<file path="config.mk">
export PLATFORM = sky130hd
export DESIGN_NAME = sopc_bus_ctrl
export DESIGN_NICKNAME = d
export VERILOG_FILES = /design/src/rtl/sopc_bus_ctrl.sv
export SDC_FILE = /design/constraint.sdc
export NUM_CORES = 1
export LEC_CHECK = 0
export CAP_MARGIN = 10
export CORE_MARGIN = 1
export CORE_UTILIZATION = 25
export CTS_CLUSTER_DIAMETER = 50
export CTS_CLUSTER_SIZE = 25
export DETAILED_ROUTE_END_ITERATION = 8
export GPL_ROUTABILITY_DRIVEN = 0
export GPL_TIMING_DRIVEN = 0
export PLACE_DENSITY = 0.6
export SYNTH_ARGS = -nofsm -noshare
export SYNTH_HDL_FRONTEND = slang
export SYNTH_SLANG_ARGS = --single-unit
</file>
<file path="constraint.sdc">
create_clock -name clk -period 3.1 [get_ports clk]
set_clock_uncertainty 0.2 [all_clocks]
set_input_delay 0.31 -clock clk [delete_from_list [all_inputs] [get_ports clk]]
set_output_delay 0.31 -clock clk [all_outputs]
set_load 0.01 [all_outputs]
</file>
<file path="src/rtl/sopc_bus_ctrl.sv">
// ---------------------------------------------------------------------------
// sopc_bus_ctrl
//   Single-master bus controller between a CPU data port and up to NSLV
//   slaves. Slave index = cpu_addr_i[31:28]. The request is registered and
//   presented to the selected slave until that slave acks. A decode miss
//   completes at once with an error.
//
// Parameters
//   NSLV   : number of slave ports (1..16)
//   DW     : data width (byte-select width DW/8)
//   TO_CYC : ACCESS cycles allowed before a timeout (>=2)
//
// Configuration macro
//   SOPC_BUS_TIMEOUT_EN : when defined, an ACCESS with no ack by the
//                         TO_CYC-th cycle ends in DONE with an error.
//                         Undefined: ACCESS waits indefinitely.
//
// Ports
//   clk, rst          : clock (rising edge), async active-low reset
//   cpu_*_i           : CPU request (ce, we, sel, addr, write data)
//   cpu_data_o        : read data, valid in DONE (zero on error or write)
//   cpu_stall_o       : cpu_ce_i AND (state != DONE)
//   cpu_err_o         : bus error, valid in DONE
//   slv_ce_o          : one-hot slave select
//   slv_we/sel/addr/data_o : registered request shared by all slaves
//   slv_data_i        : slave i read data at [i*DW +: DW]
//   slv_ack_i         : per-slave completion
//   err_cnt_o         : saturating bus-error count
//   err_int_o         : one-cycle error pulse, coincident with DONE
// ---------------------------------------------------------------------------
module sopc_bus_ctrl #(
   parameter int unsigned NSLV   = 4,
   parameter int unsigned DW     = 32,
   parameter int unsigned TO_CYC = 16
) (
   input  logic                 clk,
   input  logic                 rst,
   input  logic                 cpu_ce_i,
   input  logic                 cpu_we_i,
   input  logic [DW/8-1:0]      cpu_sel_i,
   input  logic [31:0]          cpu_addr_i,
   input  logic [DW-1:0]        cpu_data_i,
   output logic [DW-1:0]        cpu_data_o,
   output logic                 cpu_stall_o,
   output logic                 cpu_err_o,
   output logic [NSLV-1:0]      slv_ce_o,
   output logic                 slv_we_o,
   output logic [DW/8-1:0]      slv_sel_o,
   output logic [31:0]          slv_addr_o,
   output logic [DW-1:0]        slv_data_o,
   input  logic [NSLV*DW-1:0]   slv_data_i,
   input  logic [NSLV-1:0]      slv_ack_i,
   output logic [7:0]           err_cnt_o,
   output logic                 err_int_o
);

   localparam int unsigned SW = DW / 8;

   typedef enum logic [1:0] {
      ST_IDLE   = 2'd0,
      ST_ACCESS = 2'd1,
      ST_DONE   = 2'd2
   } state_t;

   state_t            state_q, state_d;
   logic              we_q, we_d;
   logic [SW-1:0]     sel_q, sel_d;
   logic [31:0]       addr_q, addr_d;
   logic [DW-1:0]     wdata_q, wdata_d;
   logic [NSLV-1:0]   ce_q, ce_d;
   logic [DW-1:0]     rdata_q, rdata_d;
   logic              err_q, err_d;
   logic [7:0]        err_cnt_q, err_cnt_d;
   logic              err_int_q, err_int_d;

`ifdef SOPC_BUS_TIMEOUT_EN
   localparam int unsigned TO_W = $clog2(TO_CYC);
   localparam logic [TO_W-1:0] TO_LAST = TO_W'(TO_CYC - 1);
   logic [TO_W-1:0]   to_cnt_q, to_cnt_d;
`else
   // TO_CYC has no effect in this build.
   if (TO_CYC < 2) begin : g_to_cyc_unused
   end
`endif

   // Address decode
   logic [3:0]        slv_idx;
   logic              dec_hit;
   logic [NSLV-1:0]   dec_onehot;

   always_comb begin
      slv_idx    = cpu_addr_i[31:28];
      dec_hit    = (32'(slv_idx) < NSLV);
      dec_onehot = '0;
      for (int unsigned i = 0; i < NSLV; i++) begin
         if (32'(slv_idx) == i) begin
            dec_onehot[i] = 1'b1;
         end
      end
   end

   // Only the selected slave's ack and data are visible; ce_q is one-hot
   // during ACCESS and all-zero otherwise, so stray acks are masked off.
   logic              ack_sel;
   logic [DW-1:0]     rdata_mux;

   always_comb begin
      ack_sel   = |(slv_ack_i & ce_q);
      rdata_mux = '0;
      for (int unsigned i = 0; i < NSLV; i++) begin
         if (ce_q[i]) begin
            rdata_mux = rdata_mux | slv_data_i[i*DW +: DW];
         end
      end
   end

   // Next-state and datapath
   always_comb begin
      state_d   = state_q;
      we_d      = we_q;
      sel_d     = sel_q;
      addr_d    = addr_q;
      wdata_d   = wdata_q;
      ce_d      = ce_q;
      rdata_d   = rdata_q;
      err_d     = err_q;
      err_cnt_d = err_cnt_q;
      err_int_d = 1'b0;
`ifdef SOPC_BUS_TIMEOUT_EN
      to_cnt_d  = to_cnt_q;
`endif

      case (state_q)
         ST_IDLE: begin
            if (cpu_ce_i) begin
               rdata_d = '0;
               if (dec_hit) begin
                  we_d    = cpu_we_i;
                  sel_d   = cpu_sel_i;
                  addr_d  = cpu_addr_i;
                  wdata_d = cpu_data_i;
                  ce_d    = dec_onehot;
                  err_d   = 1'b0;
`ifdef SOPC_BUS_TIMEOUT_EN
                  to_cnt_d = '0;
`endif
                  state_d = ST_ACCESS;
               end else begin
                  ce_d    = '0;
                  err_d   = 1'b1;
                  state_d = ST_DONE;
               end
            end
         end

         ST_ACCESS: begin
            // Ack is tested first so it beats a timeout in the same cycle.
            if (ack_sel) begin
               rdata_d = we_q ? '0 : rdata_mux;
               err_d   = 1'b0;
               ce_d    = '0;
               state_d = ST_DONE;
            end
`ifdef SOPC_BUS_TIMEOUT_EN
            else if (to_cnt_q == TO_LAST) begin
               rdata_d = '0;
               err_d   = 1'b1;
               ce_d    = '0;
               state_d = ST_DONE;
            end else begin
               to_cnt_d = to_cnt_q + 1'b1;
            end
`endif
         end

         ST_DONE: begin
            state_d = ST_IDLE;
         end

         default: begin
            state_d = ST_IDLE;
            ce_d    = '0;
         end
      endcase

      // Error bookkeeping on entry to DONE
      if ((state_q != ST_DONE) && (state_d == ST_DONE) && err_d) begin
         err_int_d = 1'b1;
         if (err_cnt_q != 8'hFF) begin
            err_cnt_d = err_cnt_q + 8'd1;
         end
      end
   end

   always_ff @(posedge clk or negedge rst) begin
      if (!rst) begin
         state_q   <= ST_IDLE;
         we_q      <= 1'b0;
         sel_q     <= '0;
         addr_q    <= '0;
         wdata_q   <= '0;
         ce_q      <= '0;
         rdata_q   <= '0;
         err_q     <= 1'b0;
         err_cnt_q <= '0;
         err_int_q <= 1'b0;
`ifdef SOPC_BUS_TIMEOUT_EN
         to_cnt_q  <= '0;
`endif
      end else begin
         state_q   <= state_d;
         we_q      <= we_d;
         sel_q     <= sel_d;
         addr_q    <= addr_d;
         wdata_q   <= wdata_d;
         ce_q      <= ce_d;
         rdata_q   <= rdata_d;
         err_q     <= err_d;
         err_cnt_q <= err_cnt_d;
         err_int_q <= err_int_d;
`ifdef SOPC_BUS_TIMEOUT_EN
         to_cnt_q  <= to_cnt_d;
`endif
      end
   end

   // Outputs
   always_comb begin
      cpu_data_o  = (state_q == ST_DONE) ? rdata_q : '0;
      cpu_err_o   = (state_q == ST_DONE) && err_q;
      // Gated by rst so the stall drops immediately while reset is held.
      cpu_stall_o = rst && cpu_ce_i && (state_q != ST_DONE);
      slv_ce_o    = ce_q;
      slv_we_o    = we_q;
      slv_sel_o   = sel_q;
      slv_addr_o  = addr_q;
      slv_data_o  = wdata_q;
      err_cnt_o   = err_cnt_q;
      err_int_o   = err_int_q;
   end

endmodule

</file>
# ---- Yosys cells after proc, flatten, opt, wreduce, memory -nomap -nowiden
# Index checks and enable logic that the tools add are counted.
# Widths: inputs -> output; s select.
dict set report totals {
  register_bits 117
  input_bits 204
  out_inout_bits 116
}
dict set report classes {
  n_addsub 1
  order_cmp 1
  eq_ne 10
  muxes 26
  n_bitwise 5
  reduce_logical 13
}
# cell n
set ops {}
lappend ops {{$mux 32} 8}
lappend ops {{$or 32x32->32} 3}
lappend ops {{$pmux 32 s2} 1}
lappend ops {{$mux 4} 3}
lappend ops {{$pmux 4 s3} 1}
lappend ops {{$reduce_and 3->1} 3}
lappend ops {{$add 8x1->8 const B} 1}
lappend ops {{$eq 4x2->1 const B} 2}
lappend ops {{$mux 1} 8}
lappend ops {{$ne 8x8->1 const B} 1}
lappend ops {{$mux 2} 3}
lappend ops {{$ne 2x2->1 const B} 3}
lappend ops {{$logic_and 1x1->1} 5}
lappend ops {{$and 4x4->4} 1}
lappend ops {{$eq 2x2->1 const B} 2}
lappend ops {{$eq 4x1->1 const B} 1}
lappend ops {{$logic_not 4->1} 1}
lappend ops {{$lt 4x3->1 const B} 1}
lappend ops {{$pmux 2 s2} 1}
lappend ops {{$reduce_or 4->1} 1}
lappend ops {{$eq 2x1->1 const B} 1}
lappend ops {{$logic_not 2->1} 1}
lappend ops {{$pmux 1 s2} 1}
lappend ops {{$reduce_and 2->1} 1}
lappend ops {{2 further kinds} 2}

# ---- Depth between registers and ports, before layout
dict set report depth {
  ltp_word 10
  ltp_mapped 7
  depth_no_buf 5
}

# ---- Worst setup path after synthesis
# No wires, ideal clock.
dict set report synth_path {
  kind {reg2reg}
  startpoint {reg ce_q[0], in the netlist slv_ce_o[0]}
  endpoint {reg rdata_q[10]}
  setup_time_ns 0.125
  arrival_time_ns 1.675
  setup_slack_ns 1.100
  path_stages_with_launch 7
  path_buffers 2
  synth_period_minus_slack_ns 2.000
  path_cell_list {dfrtp_1 buf_2 a22oi_1 and2_4 a211oi_4 buf_6 mux2_2}
}
dict set report synth_via {
  elab_chain_len 10
  elab_cells_between_ends 14
  classes_between {eq/ne (1); mux (7); bitwise (4); reduce/logical (2)}
}
# item line_no
set synth_rtl {}
lappend synth_rtl {{from (decl)} 70} ;# logic [NSLV-1:0] ce_q, ce_d;
lappend synth_rtl {{from (signal assigned)} 202} ;# ce_q <= '0;
lappend synth_rtl {{from (signal assigned)} 216} ;# ce_q <= ce_d;
lappend synth_rtl {{$mux 32} 111} ;# if (ce_q[i]) begin
lappend synth_rtl {{$or 32x32->32} 112} ;# rdata_mux = rdata_mux | slv_data_i[i*DW +: DW];
lappend synth_rtl {{$mux 32} 111}
lappend synth_rtl {{$or 32x32->32} 112}
lappend synth_rtl {{$mux 32} 111}
lappend synth_rtl {{$or 32x32->32} 112}
lappend synth_rtl {{$mux 32} 111}
lappend synth_rtl {{$mux 32} 159} ;# rdata_d = we_q ? '0 : rdata_mux;
lappend synth_rtl {{$mux 32} 158} ;# if (ack_sel) begin
lappend synth_rtl {{$pmux 32 s2} 133} ;# case (state_q)
lappend synth_rtl {{to (signal assigned)} 217} ;# rdata_q <= rdata_d;
lappend synth_rtl {{to (decl)} 71} ;# logic [DW-1:0] rdata_q, rdata_d;
# Parallel ways exist; a longest one is shown, timed or not. The select of a mux whose other input is x is not followed.
# A chain may end at the register's enable or synchronous reset.

# ---- Worst setup path after layout
dict set report layout_path {
  startpoint {reg state_q[0]}
  endpoint {out cpu_data_o[17]}
}
dict set report layout_via {
  elab_chain_len 2
}
# item line_no
set layout_rtl {}
lappend layout_rtl {{from (decl)} 65} ;# state_t state_q, state_d;
lappend layout_rtl {{from (signal assigned)} 211} ;# state_q <= state_d;
lappend layout_rtl {{$eq 2x2->1} 229} ;# cpu_data_o = (state_q == ST_DONE) ? rdata_q : '0;
lappend layout_rtl {{$mux 32} 229}
lappend layout_rtl {{to (decl)} 43} ;# output logic [DW-1:0] cpu_data_o,
# No other way between the ends.

==> summary.md <==
| Metric | Value |
|---|---|
| Synthesis-stage register bit count | 117 |
| Required @ worst endpoint | 2590 ps |
| Largest net degree at the start of global routing | 71 |
| Die area | 22550 sq um |
| Post-Syn Area per Cell | 9.511 sq um |
| Combinational Power Share | 38.9% |
| Clock network power share | 28.3% |
| Worst R2R Start | slv_ce_o[0]$_DFFE_PN0P_ |
| Syn_nets | 782 |
| Core Util, Final | 45.50% |
| Row cnt | 53 |
| Total setup buffers inserted after CTS | 0 |
| CTS tree | done |
| Clk root buf | clkbuf_16 |
| CP delay by family, top | buffers and inverters |
| Synth warn | 0 |
| Die width | 150.2 um |
| Mapped Area | 5488 sq um |
| Clock tree buffer depth | 2 |
| Post-DP Area | 9054 sq um |
| P_leak | 4.211 nW |
| Worst path slowest cell | clkdlybuf4s50_1 |
| WS Path Type | reg2out |
| First-pass GRT wire length | 31090 um |
| Wire per inst | 17.65 um |
| Seq/Total Area, Yosys | 53.35% |
| Max_slew headroom | 49.35% |
| Gr ovfl total | 0 |
| H-tree levels | 4 |
| Initial antenna violation count | 3 |
| Worst vdd ir | 380.9 uV |
| DR iter-0 viols | 244 |
| Area grow syn2layout | 76.49% |
| CTS sink cnt | 117 |
| Drt pass-1 iters | 4 |
| GR Util All Layers | 18.66% |
| Critical Path Source | state_q[0]$_DFF_PN0_ |
| Endpoints failing setup | 0 |
| TNS Setup | 0 ps |
| Final hold slack | 211.7 ps |
| Die Y | 150.2 um |
| Yosys cell types | 36 |
| CP Cell Sequence | buf_2 > nor2b_2 > clkbuf_1 > and2_1 > clkdlybuf4s50_1 |
| Crit-path max cell delay | 560 ps |
| Mapped Cells | 577 |
| RSZ-0062 raised after global routing | false |
| Sw Share | 33.13% |
| Initial Util | 25.78% |
| Commonest non-fill, non-tap cell in the layout | clkdlybuf4s50_1 |
| Max-slew violations | 0 |
| Core area | 21290 sq um |
| Port bufs | 319 |
| DRC viols | 0 |
| TritonCTS Buffers | 17 |
| Vias per cell | 4.533 |
| Pwr dens | 745.7 nW/um^2 |
| Slew @ Worst Pin | 759.7 ps |
| Post-synth EDFFs | 0 |
| Synth async-reset ratio | 100.0% |
| Crit path max fanout | 10 |
| Critical Path Source Type | flip-flop |
| Worst Path Buf+Inv | 3 |
| Flop pwr share | 32.8% |
| Outcome | finished, final reports clean |
| Path type of the worst min-delay path | in2async |
| Max Cap Violations | 0 |
| Clk_lat worst skew | 410 ps |
| Vias in the first global route | 5427 |
| Routed Antenna Nets | 0 |
| Predominant post-synthesis flop cell | dfrtp_1 |
| Fmax | 0.3530 GHz |
| Internal Power | 4.830 mW |
| Final Instance Count excl. Fillers | 1206 |
| Share of cells above drive strength 1 | 9.570% |
| Hold Fails Final Rpt | 0 |
| Final Cycle Share | 91.38% |
| Critical path capture point type | primary output |
| Most frequent cells in the layout | clkdlybuf4s50_1, nand2_1, dfrtp_1, a22oi_1, and2_1 |
| Placed cell count | 1172 |
| Nets | 1122 |
| Hpwl dp | 16300 um |
| Tmin final | 2833 ps |
| I/O pin total | 320 |
| Switching Power | 2.393 mW |
| Via count | 5467 |
| Crit path DAT | 2320 ps |
| Final wirelength | 21280 um |
| Fin area | 9686 sq um |
| Clock transition at path regs | 60 ps |
cell families (layout without fill, tap and decap cells):
logic type,count (synthesis),count (layout),synth area share [%]
xor gates and xnor gates,5,5,0.7980
DFF,117,117,53.35
buffers and inverters,43,396,3.808
adders and majority gates,1,1,0.2280
and+or+nand+nor,264,264,20.59
other,0,1,0
AOI/OAI and AO/OA,112,112,14.04
muxes,35,35,7.182
power by group through the flow:
stage / Clock [mW] / Combinational [mW] / Sequential (mW)
floorplan: 0 / 0.989 / 2.56
global placement: 0 / 2.84 / 2.37
detailed placement: 0 / 2.85 / 2.37
CTS: 2.10 / 2.86 / 2.37
global route: 2.17 / 3.06 / 2.44
finish: 2.04 / 2.81 / 2.37
timing repair:
item / 4_1_cts / 5_1_grt
hold buffers: 1 / 0
endpoints found under the setup margin: 0 / 25
endpoints found under the hold margin: 47 / 0
gates resized for setup: 0 / 3
sequential cells by signal, summed over array words and instances (netlist names):
name	count
err_cnt_o	8
err_int_o	1
err_q	1
rdata_q	32
slv_addr_o	32
slv_ce_o	4
slv_data_o	32
slv_sel_o	4
slv_we_o	1
state_q	2
stage by stage:
stage,power (mW),setup WS [ps]
floorplan,3.549,1100
global placement,5.206,-3535
detailed placement,5.223,453.6
CTS,7.327,9.765
global route,7.670,83.87
finish,7.223,267.3
area by class of cell:
cell class / instances / area [sq um]
Tap cell: 275 / 344.1
Buffer: 41 / 202.7
Sequential cell: 117 / 2928
Clock buffer: 18 / 439.2
Multi-Input combinational cell: 417 / 2354
Fill cell: 2069 / 11600
Timing Repair Buffer: 321 / 3232
Inverter: 2 / 7.507
Antenna cell: 1 / 2.502
Clock inverter: 14 / 176.4
synth_stat cells (all sizes together) (2+ instances only):
library cell  count  area [sq um]
xor2              4         35.03
o2bb2ai           2         17.52
a22oi            66         495.5
nand4             3         18.77
nand2b            2         12.51
mux2             35         394.1
dfrtp           117          2928
nor3              2         15.01
clkbuf           24         90.09
a21oi            34         170.2
a211oi            3         35.03
inv               2         7.510
nand2           208         780.8
and2             36         227.7
nor2              3         11.26
buf              17         111.4
nand3             4         20.02
o21ai             4         20.01
worst paths after layout:
check | depth (start not counted) | slack [ps] | end
worst min-delay path | 2 | 210 | rdata_q[2]$_DFFE_PN0P_
worst max-delay path | 5 | 270 | cpu_data_o[17]
worst max register to register | 6 | 810 | rdata_q[29]$_DFFE_PN0P_
min in group clk | 3 | 210 | slv_data_o[13]$_DFFE_PN0P_
worst min register to register | 2 | 270 | slv_addr_o[20]$_DFFE_PN0P_
max in group asynchronous | 3 | 1770 | slv_data_o[23]$_DFFE_PN0P_
per-layer routing:
layer | track usage [%] | vias up | wire length [um]
li1 | - | 2640 | -
met1 | 21.81 | 2564 | 8469
met2 | 32.04 | 238 | 10370
met3 | 6.182 | 21 | 2128
met4 | 6.111 | 4 | 290
met5 | 0 | - | 27
No activity file was read; power rests on OpenSTA's default activity.
